==> src/rtl/weight_stream_bram.sv <==
// Weight memory with a sequential load port and a
// programmable streaming read port toward one MAC.
module weight_stream_bram #(
  parameter int    DATA_W    = 16,
  parameter int    DEPTH     = 28,
  parameter int    ADDR_W    = 5,
  parameter string INIT_FILE = ""
) (
  input  logic              CLK,
  input  logic              RST,
  input  logic              LD_EN,
  input  logic [DATA_W-1:0] LD_DATA,
  output logic              LD_DROP,
  input  logic              START,
  input  logic [ADDR_W-1:0] START_ADDR,
  input  logic [ADDR_W:0]   LEN,
  output logic [DATA_W-1:0] DO,
  output logic              DO_VALID,
  input  logic              DO_READY,
  output logic              BUSY,
  output logic              DONE
);

  typedef enum logic [1:0] {
    IDLE,
    STREAM,
    DRAIN
  } state_t;

  localparam logic [ADDR_W:0] DEPTH_X =
    (ADDR_W+1)'(DEPTH);
  localparam logic [ADDR_W-1:0] LAST_A =
    ADDR_W'(DEPTH-1);
  localparam logic [ADDR_W:0] ONE_X =
    (ADDR_W+1)'(1);

  (* ram_style = "block" *)
  logic [DATA_W-1:0] mem [DEPTH];

  state_t            state_q, state_d;
  logic [ADDR_W-1:0] rd_addr_q;
  logic [ADDR_W:0]   issue_cnt_q;
  logic              rd_valid_q;
  logic [DATA_W-1:0] rd_data_q;
  logic [DATA_W-1:0] do_q, skid_q;
  logic              do_v_q, skid_v_q;
  logic [ADDR_W-1:0] ld_ptr_q;
  logic              done_q, ld_drop_q;

  logic              busy, hs, last_hs;
  logic              issue, ld_wr;
  logic [1:0]        occ;
  logic [ADDR_W:0]   sa_ext;
  logic [ADDR_W-1:0] start_mod;
  logic [ADDR_W:0]   eff_len;

  // Handshake, occupancy and start-parameter reduction.
  always_comb begin
    busy    = (state_q != IDLE);
    hs      = do_v_q && DO_READY;
    last_hs = hs && !rd_valid_q && !skid_v_q;
    ld_wr   = LD_EN && !busy;
    occ     = 2'(rd_valid_q) + 2'(do_v_q)
            + 2'(skid_v_q) - 2'(hs);
    sa_ext  = {1'b0, START_ADDR};
    start_mod = START_ADDR;
    if (sa_ext >= DEPTH_X)
      start_mod = ADDR_W'(sa_ext - DEPTH_X);
    eff_len = LEN;
    if (LEN == '0 || LEN > DEPTH_X)
      eff_len = DEPTH_X;
  end

  // Next-state and read-issue decision.
  always_comb begin
    state_d = state_q;
    issue   = 1'b0;
    unique case (state_q)
      IDLE: begin
        if (START) state_d = STREAM;
      end
      STREAM: begin
        issue = (issue_cnt_q != '0) && (occ < 2'd2);
        if (issue && issue_cnt_q == ONE_X)
          state_d = DRAIN;
      end
      DRAIN: begin
        if (last_hs) state_d = IDLE;
      end
      default: state_d = IDLE;
    endcase
  end

  // FSM state register.
  always_ff @(posedge CLK or posedge RST) begin
    if (RST) state_q <= IDLE;
    else     state_q <= state_d;
  end

  // Block RAM: one write port, one registered read port.
  always_ff @(posedge CLK) begin
    if (ld_wr) mem[ld_ptr_q] <= LD_DATA;
    if (issue) rd_data_q <= mem[rd_addr_q];
  end

  // Address/count tracking, load pointer and pulses.
  always_ff @(posedge CLK or posedge RST) begin
    if (RST) begin
      rd_addr_q   <= '0;
      issue_cnt_q <= '0;
      rd_valid_q  <= 1'b0;
      ld_ptr_q    <= '0;
      done_q      <= 1'b0;
      ld_drop_q   <= 1'b0;
    end else begin
      if (state_q == IDLE && START) begin
        rd_addr_q   <= start_mod;
        issue_cnt_q <= eff_len;
      end else if (issue) begin
        rd_addr_q   <= (rd_addr_q == LAST_A) ?
                       '0 : rd_addr_q + 1'b1;
        issue_cnt_q <= issue_cnt_q - 1'b1;
      end
      rd_valid_q <= issue;
      if (ld_wr)
        ld_ptr_q <= (ld_ptr_q == LAST_A) ?
                    '0 : ld_ptr_q + 1'b1;
      ld_drop_q <= LD_EN && busy;
      done_q    <= (state_q == DRAIN) && last_hs;
    end
  end

  // Output register plus skid entry; refill in order.
  always_ff @(posedge CLK or posedge RST) begin
    if (RST) begin
      do_q     <= '0;
      do_v_q   <= 1'b0;
      skid_q   <= '0;
      skid_v_q <= 1'b0;
    end else if (!do_v_q || hs) begin
      if (skid_v_q) begin
        do_q     <= skid_q;
        do_v_q   <= 1'b1;
        skid_v_q <= rd_valid_q;
        if (rd_valid_q) skid_q <= rd_data_q;
      end else begin
        do_v_q <= rd_valid_q;
        if (rd_valid_q) do_q <= rd_data_q;
      end
    end else if (rd_valid_q) begin
      skid_q   <= rd_data_q;
      skid_v_q <= 1'b1;
    end
  end

  assign DO       = do_q;
  assign DO_VALID = do_v_q;
  assign BUSY     = busy;
  assign DONE     = done_q;
  assign LD_DROP  = ld_drop_q;

endmodule

==> config.mk <==
export PLATFORM = sky130hd
export DESIGN_NAME = weight_stream_bram
export DESIGN_NICKNAME = d
export VERILOG_FILES = /design/src/rtl/weight_stream_bram.sv
export SDC_FILE = /design/constraint.sdc
export NUM_CORES = 1
export LEC_CHECK = 0
export CORE_MARGIN = 2
export CORE_UTILIZATION = 55
export DETAILED_ROUTE_END_ITERATION = 8
export GPL_TIMING_DRIVEN = 0
export PLACE_DENSITY = 0.72
export SYNTH_ARGS = -nofsm -noshare
export SYNTH_HDL_FRONTEND = slang
export SYNTH_SLANG_ARGS = --single-unit
==> constraint.sdc <==
create_clock -name CLK -period 3 [get_ports CLK]
set_input_delay 0.6 -clock CLK [delete_from_list [all_inputs] [get_ports CLK]]
set_output_delay 0.6 -clock CLK [all_outputs]
set_load 0.01 [all_outputs]
==> results of run 1 <==
[flip-flops by register name, indices dropped and copies added (netlist names)]
name	count
issue_cnt_q	6
ld_ptr_q	5
LD_DROP	1
rd_addr_q	5
DONE	1
skid_v_q	1
rd_data_q	16
skid_q	16
rd_valid_q	1
state_q	2
DO_VALID	1
mem	448
DO	16
[cells in the final DEF, fill, tap and decap left out, drive strengths merged, types with 5 or more instances in the layout]
cell and instances:
edfxtp 464, clkbuf 84, mux4 80, nor2 75
mux2 64, dfrtp 55, buf 55, clkdlybuf4s50 51
mux2i 50, nand2 35, a22oi 32, a21oi 26
clkinv 21, a31oi 20, o22a 16, a311oi 16
o21ai 13, inv 13, ha 11, and2 6
bufinv 6, nor2b 5
[logic make-up (layout without fill, tap and decap cells)]
| logic type | count (synthesis) | after routing |
|---|---|---|
| compound gates | 133 | 133 |
| xor+xnor | 6 | 6 |
| fa+ha+maj | 12 | 12 |
| buf+inv | 71 | 233 |
| flops | 519 | 519 |
| mux | 194 | 194 |
| simple gates | 153 | 153 |
[critical path, cell delays in order (launching register included)]
cell,delay [ps]
dfrtp_1,470
buf_2,420
buf_2,370
mux4_2,360
mux2i_1,320
nor2_1,110
a311oi_1,580
a31oi_1,100
[final cells by class]
type	count	area (µm²)
clock inverter	30	292.8
timing repair buffer	67	764.5
inverter	13	50.05
sequential	519	15310
fill	2493	13030
tap	468	585.6
multi-input combinational	498	5011
clock buffer	65	1381
buffer	58	362.8
[through the flow]
stage          power [µW]  cell area, µm²  setup WS, ps  hold WS [ps]
2_1_floorplan       13540           20620         442.0         457.1
3_3_place_gp        15640           21720        -694.0         473.1
3_5_place_dp        15810           22030        -532.2         490.7
4_1_cts             22160           23730         18.99         430.4
5_1_grt             23060           23760         1.630         459.8
6_report            22100           23760         4.090         418.3
[power groups by stage]
stage / logic (µW) / registers [µW] / clock network, µW
after floorplan: 4520 / 9020 / 0
after global placement: 6600 / 9040 / 0
after detailed placement: 6740 / 9060 / 0
after CTS: 6830 / 8920 / 6410
after global routing: 7360 / 8980 / 6720
final: 6850 / 8920 / 6340
[timing repair]
item                       4_1_cts  5_1_grt
hold buffers                     0        0
setup endpoints to repair       35        9
buffers inserted                 0        0
cloned                           0        0
gates resized for setup          5        5
[cell usage after synthesis (all sizes together)]
cell / instances
o22a: 16
nand4: 3
nand2: 35
o2bb2ai: 1
nor2: 75
mux2i: 50
a22oi: 32
o21ai: 13
xnor2: 4
nor4: 4
and3: 1
nor2b: 5
mux2: 64
mux4: 80
a311oi: 16
or2: 1
nor4b: 1
buf: 39
nor3b: 4
nand3: 3
or3: 1
a21o: 2
o22ai: 2
nor3: 3
a32oi: 1
o2111ai: 1
or2b: 1
maj3: 1
clkbuf: 19
a31oi: 20
ha: 11
or3b: 1
a21oi: 26
dfrtp: 55
xor2: 2
nand4b: 3
nand2b: 3
o31ai: 1
edfxtp: 464
nand3b: 3
and2: 6
o211ai: 2
inv: 13
[layer usage]
layer / global-route usage (%) / wire [µm] / vias up
met2: 37.38 / 21230 / 415
met5: 0 / 0 / -
met4: 8.020 / 1353 / 0
met1: 33.20 / 18350 / 5444
met3: 3.432 / 2964 / 74
li1: - / - / 4643
[worst min-delay path by stage]
stage,to,cells after the start,slack (ps)
floorplan,issue_cnt_q[4]$_DFFE_PP0P_,1,460
global placement,issue_cnt_q[4]$_DFFE_PP0P_,1,470
detailed placement,issue_cnt_q[4]$_DFFE_PP0P_,1,490
CTS,DO[3]$_DFFE_PP0P_,2,430
global route,DO[2]$_DFFE_PP0P_,2,460
finish,DO[3]$_DFFE_PP0P_,2,420
==> metrics, run 1 <==
routability cong.=0.8755; H-tree depth=2; R2R depth=7; Mapped Nets=1131; Worst Skew=17.51 ps; Post-Syn Area=0.02062 mm²; Cell Rows=70; clock power share=28.7%; Max Clk Rate=333.8 MHz; Slew headroom=15.91%; Tmin final=2996 ps; clock root buffer=clkbuf_16; CTS tree=done; # clock sinks=519; routed via count=10.58k; largest net degree at the start of global routing=32; Simple-Gate Fraction of Synth Area=3.404%; Synth Area in Compound Gates=4.448%; Port Buffers=51; CTS Buffer Depth=3; main combinational cell family by area after synthesis=multiplexers; Gate power share=31.0%; Post-Synth XOR/XNOR Area=0.2549%; pwr dens=930.3 mW/mm²; sequential fraction of the synthesis area=74.25%; Yosys top cell area share=67.57%; Sw Share=30.70%; GRT overflow=0; Clock Latency Late Sink=570 ps; Antenna diodes=0; R2R Setup Slk=4 ps; Setup CP Type=reg2reg; Worst Hold Class=in2async; Die Wd=197.6 µm; Pint=15320 µW; period utilization=99.86%; crit path to=rd_data_q[12]$_DFFE_PP_; Setup Viol. Count Final=0; core area=0.03679 mm²; top post-synthesis cells by area=edfxtp_1 (68%), mux4_2 (7.1%), dfrtp_1 (6.7%), mux2_2 (3.5%), mux2i_1 (2.4%); Yosys reg bits=519; Die ar.=0.03906 mm²; slew of the pin with the lowest slew margin=1257 ps; CP required=3290 ps; switching power=6785 µW; Worst-path clk slew=60 ps; sequential share of power=40.4%; DP Wirelength=27560 µm; Critical R2R Launch=rd_addr_q[2]$_DFFE_PP0P_; Post-Layout Cell Count=1718; status=complete, no violations; vias in the first global route=10.65k; max_cap viols=0; leak pwr=0.007812 µW; first-pass GRT wire length=66160 µm; Setup crit end kind=flip-flop; crit path DAT=3280 ps; unrepaired setup endpoints after global routing=no; Initial Utilization=56.05%; Worst setup SP type=flip-flop; Critical Path Start=rd_addr_q[2]$_DFFE_PP0P_; Die Y-Extent=197.6 µm; antenna violations before repair=0; Post-Place Cells=1623; synthesized area per cell=18.95 µm²; Finished Core Util=64.59%; Max VDD drop=600.8 µV; Cells after Synth=1088; Area growth syn-to-layout=15.22%; # DRC=0; via density per instance=6.156; Post-Route WL=43890 µm; fin. max-slew vios=0; io pins=52; leading area contributor after synthesis=edfxtp_1; reg2reg end=rd_data_q[12]$_DFFE_PP_; setup_tns=0 ps; Post-Synth Adder-Cell Area=0.7160%; Final Hold Fails=0; Final nets=1251; WL/cell=25.55 µm; share of layout cells above drive strength 1=23.28%; drt first pass iters=5; 1st-iter DRT viols=1094; Yosys warning count=0; synth unique cells=52; Num CTS Buffers=51; Max FO, Critical Path=10; antenna viol nets, final=0; GRT Total Usage=23.29%; post-synthesis mux area share=14.93%
Note: power is estimated with default switching activity, not from simulation.
==> inputs of run 2 (changes only) <==
--- a/config.mk
+++ b/config.mk
@@ -10,6 +10,8 @@
 export DETAILED_ROUTE_END_ITERATION = 8
 export GPL_TIMING_DRIVEN = 0
 export PLACE_DENSITY = 0.72
+export REMOVE_ABC_BUFFERS = 1
 export SYNTH_ARGS = -nofsm -noshare
 export SYNTH_HDL_FRONTEND = slang
 export SYNTH_SLANG_ARGS = --single-unit
+export TNS_END_PERCENT = 30
==> metrics, run 2 (synthesis gave the netlist of run 1 again) <==
period utilization=98.43%; routability cong.=0.7869; Worst Skew=15.29 ps; antenna violations before repair=0; Post-Route WL=41970 µm; Final Hold Fails=0; Port Buffers=51; Worst setup SP type=flip-flop; Clock Latency Late Sink=560 ps; Cell Rows=70; share of layout cells above drive strength 1=22.65%; hold buffers post-CTS=0; largest net degree at the start of global routing=65; drt first pass iters=5; max FFs per register=448; Setup Viol. Count Final=0; Max Clk Rate=338.7 MHz; Antenna diodes=0; core area=0.03679 mm²; Num CTS Buffers=50; hold_ws=332.0 ps; DP Wirelength=25190 µm; Die Wd=197.6 µm; GRT Total Usage=22.20%; routed via count=10.32k; # fillers=2482; GRT overflow=0; WL/cell=25.15 µm; first-pass GRT wire length=63780 µm; unrepaired setup endpoints after global routing=yes; antenna viol nets, final=0; # clock sinks=519; fin. max-slew vios=0; commonest non-fill, non-tap cell in the layout=edfxtp_1; via density per instance=6.180; Area growth syn-to-layout=13.97%; H-tree depth=2; crit path DAT=3190 ps; # DRC=0; slew of the pin with the lowest slew margin=1207 ps; Worst-path clk slew=60 ps; Max FO, Critical Path=47; Slew headroom=19.31%; Die ar.=0.03906 mm²; Die Y-Extent=197.6 µm; Final nets=1208; Setup CP Type=reg2reg; vias in the first global route=10.38k; Max VDD drop=452.9 µV; clock root buffer=clkbuf_16; CTS Buffer Depth=3; Setup crit end kind=flip-flop; Initial Utilization=56.05%; register name with the most flops=mem; commonest non-fill, non-tap cells in the layout=edfxtp_1 (464), mux4_2 (65), mux2_2 (64); CTS tree=done; leak pwr=0.007645 µW; Finished Core Util=63.89%; CP required=3240 ps; max_cap viols=0; status=complete, no violations; io pins=52; 1st-iter DRT viols=1068; Tmin final=2953 ps; Worst Hold Class=in2async; pwr dens=903.8 mW/mm²
==> run 2: layout make-up <==
cell class	count	area [µm²]	share of cell area, %
clock buffer	65	1329	5.654
clock inverter	23	185.2	0.7879
inverter	13	50.05	0.2130
multi-input combinational	498	5007	21.31
sequential	519	15320	65.21
tap	468	585.6	2.492
timing repair buffer	83	1020	4.339
==> run 2: critical path, cell delays in order, from the launching register on <==
cell and delay, ps:
dfrtp_4 530, buf_16 300, mux4_1 620, mux2i_1 290, nor2_1 100, a311oi_1 560
a31oi_1 170
==> run 2: path summary, 6_finish.rpt <==
kind | start | endpoint | slack [ps] | cells past startpoint
max in group asynchronous | RST | rd_addr_q[1]$_DFFE_PP0P_ | 2080 | 3
setup / recovery | rd_addr_q[0]$_DFFE_PP0P_ | rd_data_q[4]$_DFFE_PP_ | 50 | 6
setup reg to reg | rd_addr_q[0]$_DFFE_PP0P_ | rd_data_q[4]$_DFFE_PP_ | 50 | 6
min in group CLK | skid_q[6]$_DFFE_PP0P_ | skid_q[6]$_DFFE_PP0P_ | 510 | 1
hold / removal | RST | DO[3]$_DFFE_PP0P_ | 330 | 2
hold reg to reg | skid_q[6]$_DFFE_PP0P_ | skid_q[6]$_DFFE_PP0P_ | 510 | 1
==> run 2: power breakdown <==
part           total [µW]  switching, µW  internal [µW]
Combinational        6040           3280           2760
Clock                5890           2530           3360
Sequential           9310            695           8620
==> run 2: through the flow <==
step / area [µm²] / worst slack (ps) / cells / power, µW / setup TNS, ps
4_1_cts: 23480 / 5.671 / 1669 / 21320 / 0
2_1_floorplan: 20260 / -2526 / 1030 / 13210 / -50340
3_5_place_dp: 21930 / -553.4 / 1580 / 15390 / -17010
5_1_grt: 23500 / -0.3499 / 1669 / 22150 / -0.3499
6_report: 23500 / 47.11 / 1669 / 21240 / 0
3_3_place_gp: 21350 / -4981 / 1549 / 14770 / -351140
==> run 2: timing repair <==
action | CTS | global route
cloned | 0 | 0
hold endpoints to repair | 0 | 0
gates resized for setup | 4 | 5
setup endpoints to repair | 32 | 26
buffers inserted | 1 | 0
==> run 2: layer usage <==
layer  GRT usage, %  wire [µm]  share of wire (%)  vias to the layer above
li1               -          -                  -                     4542
met1          31.82      17820                 42                     5341
met2          35.51      20240                 48                      361
met3          3.432       2703                6.4                       71
met4          7.324       1210                2.9                        0
met5              0          0                  0                        -
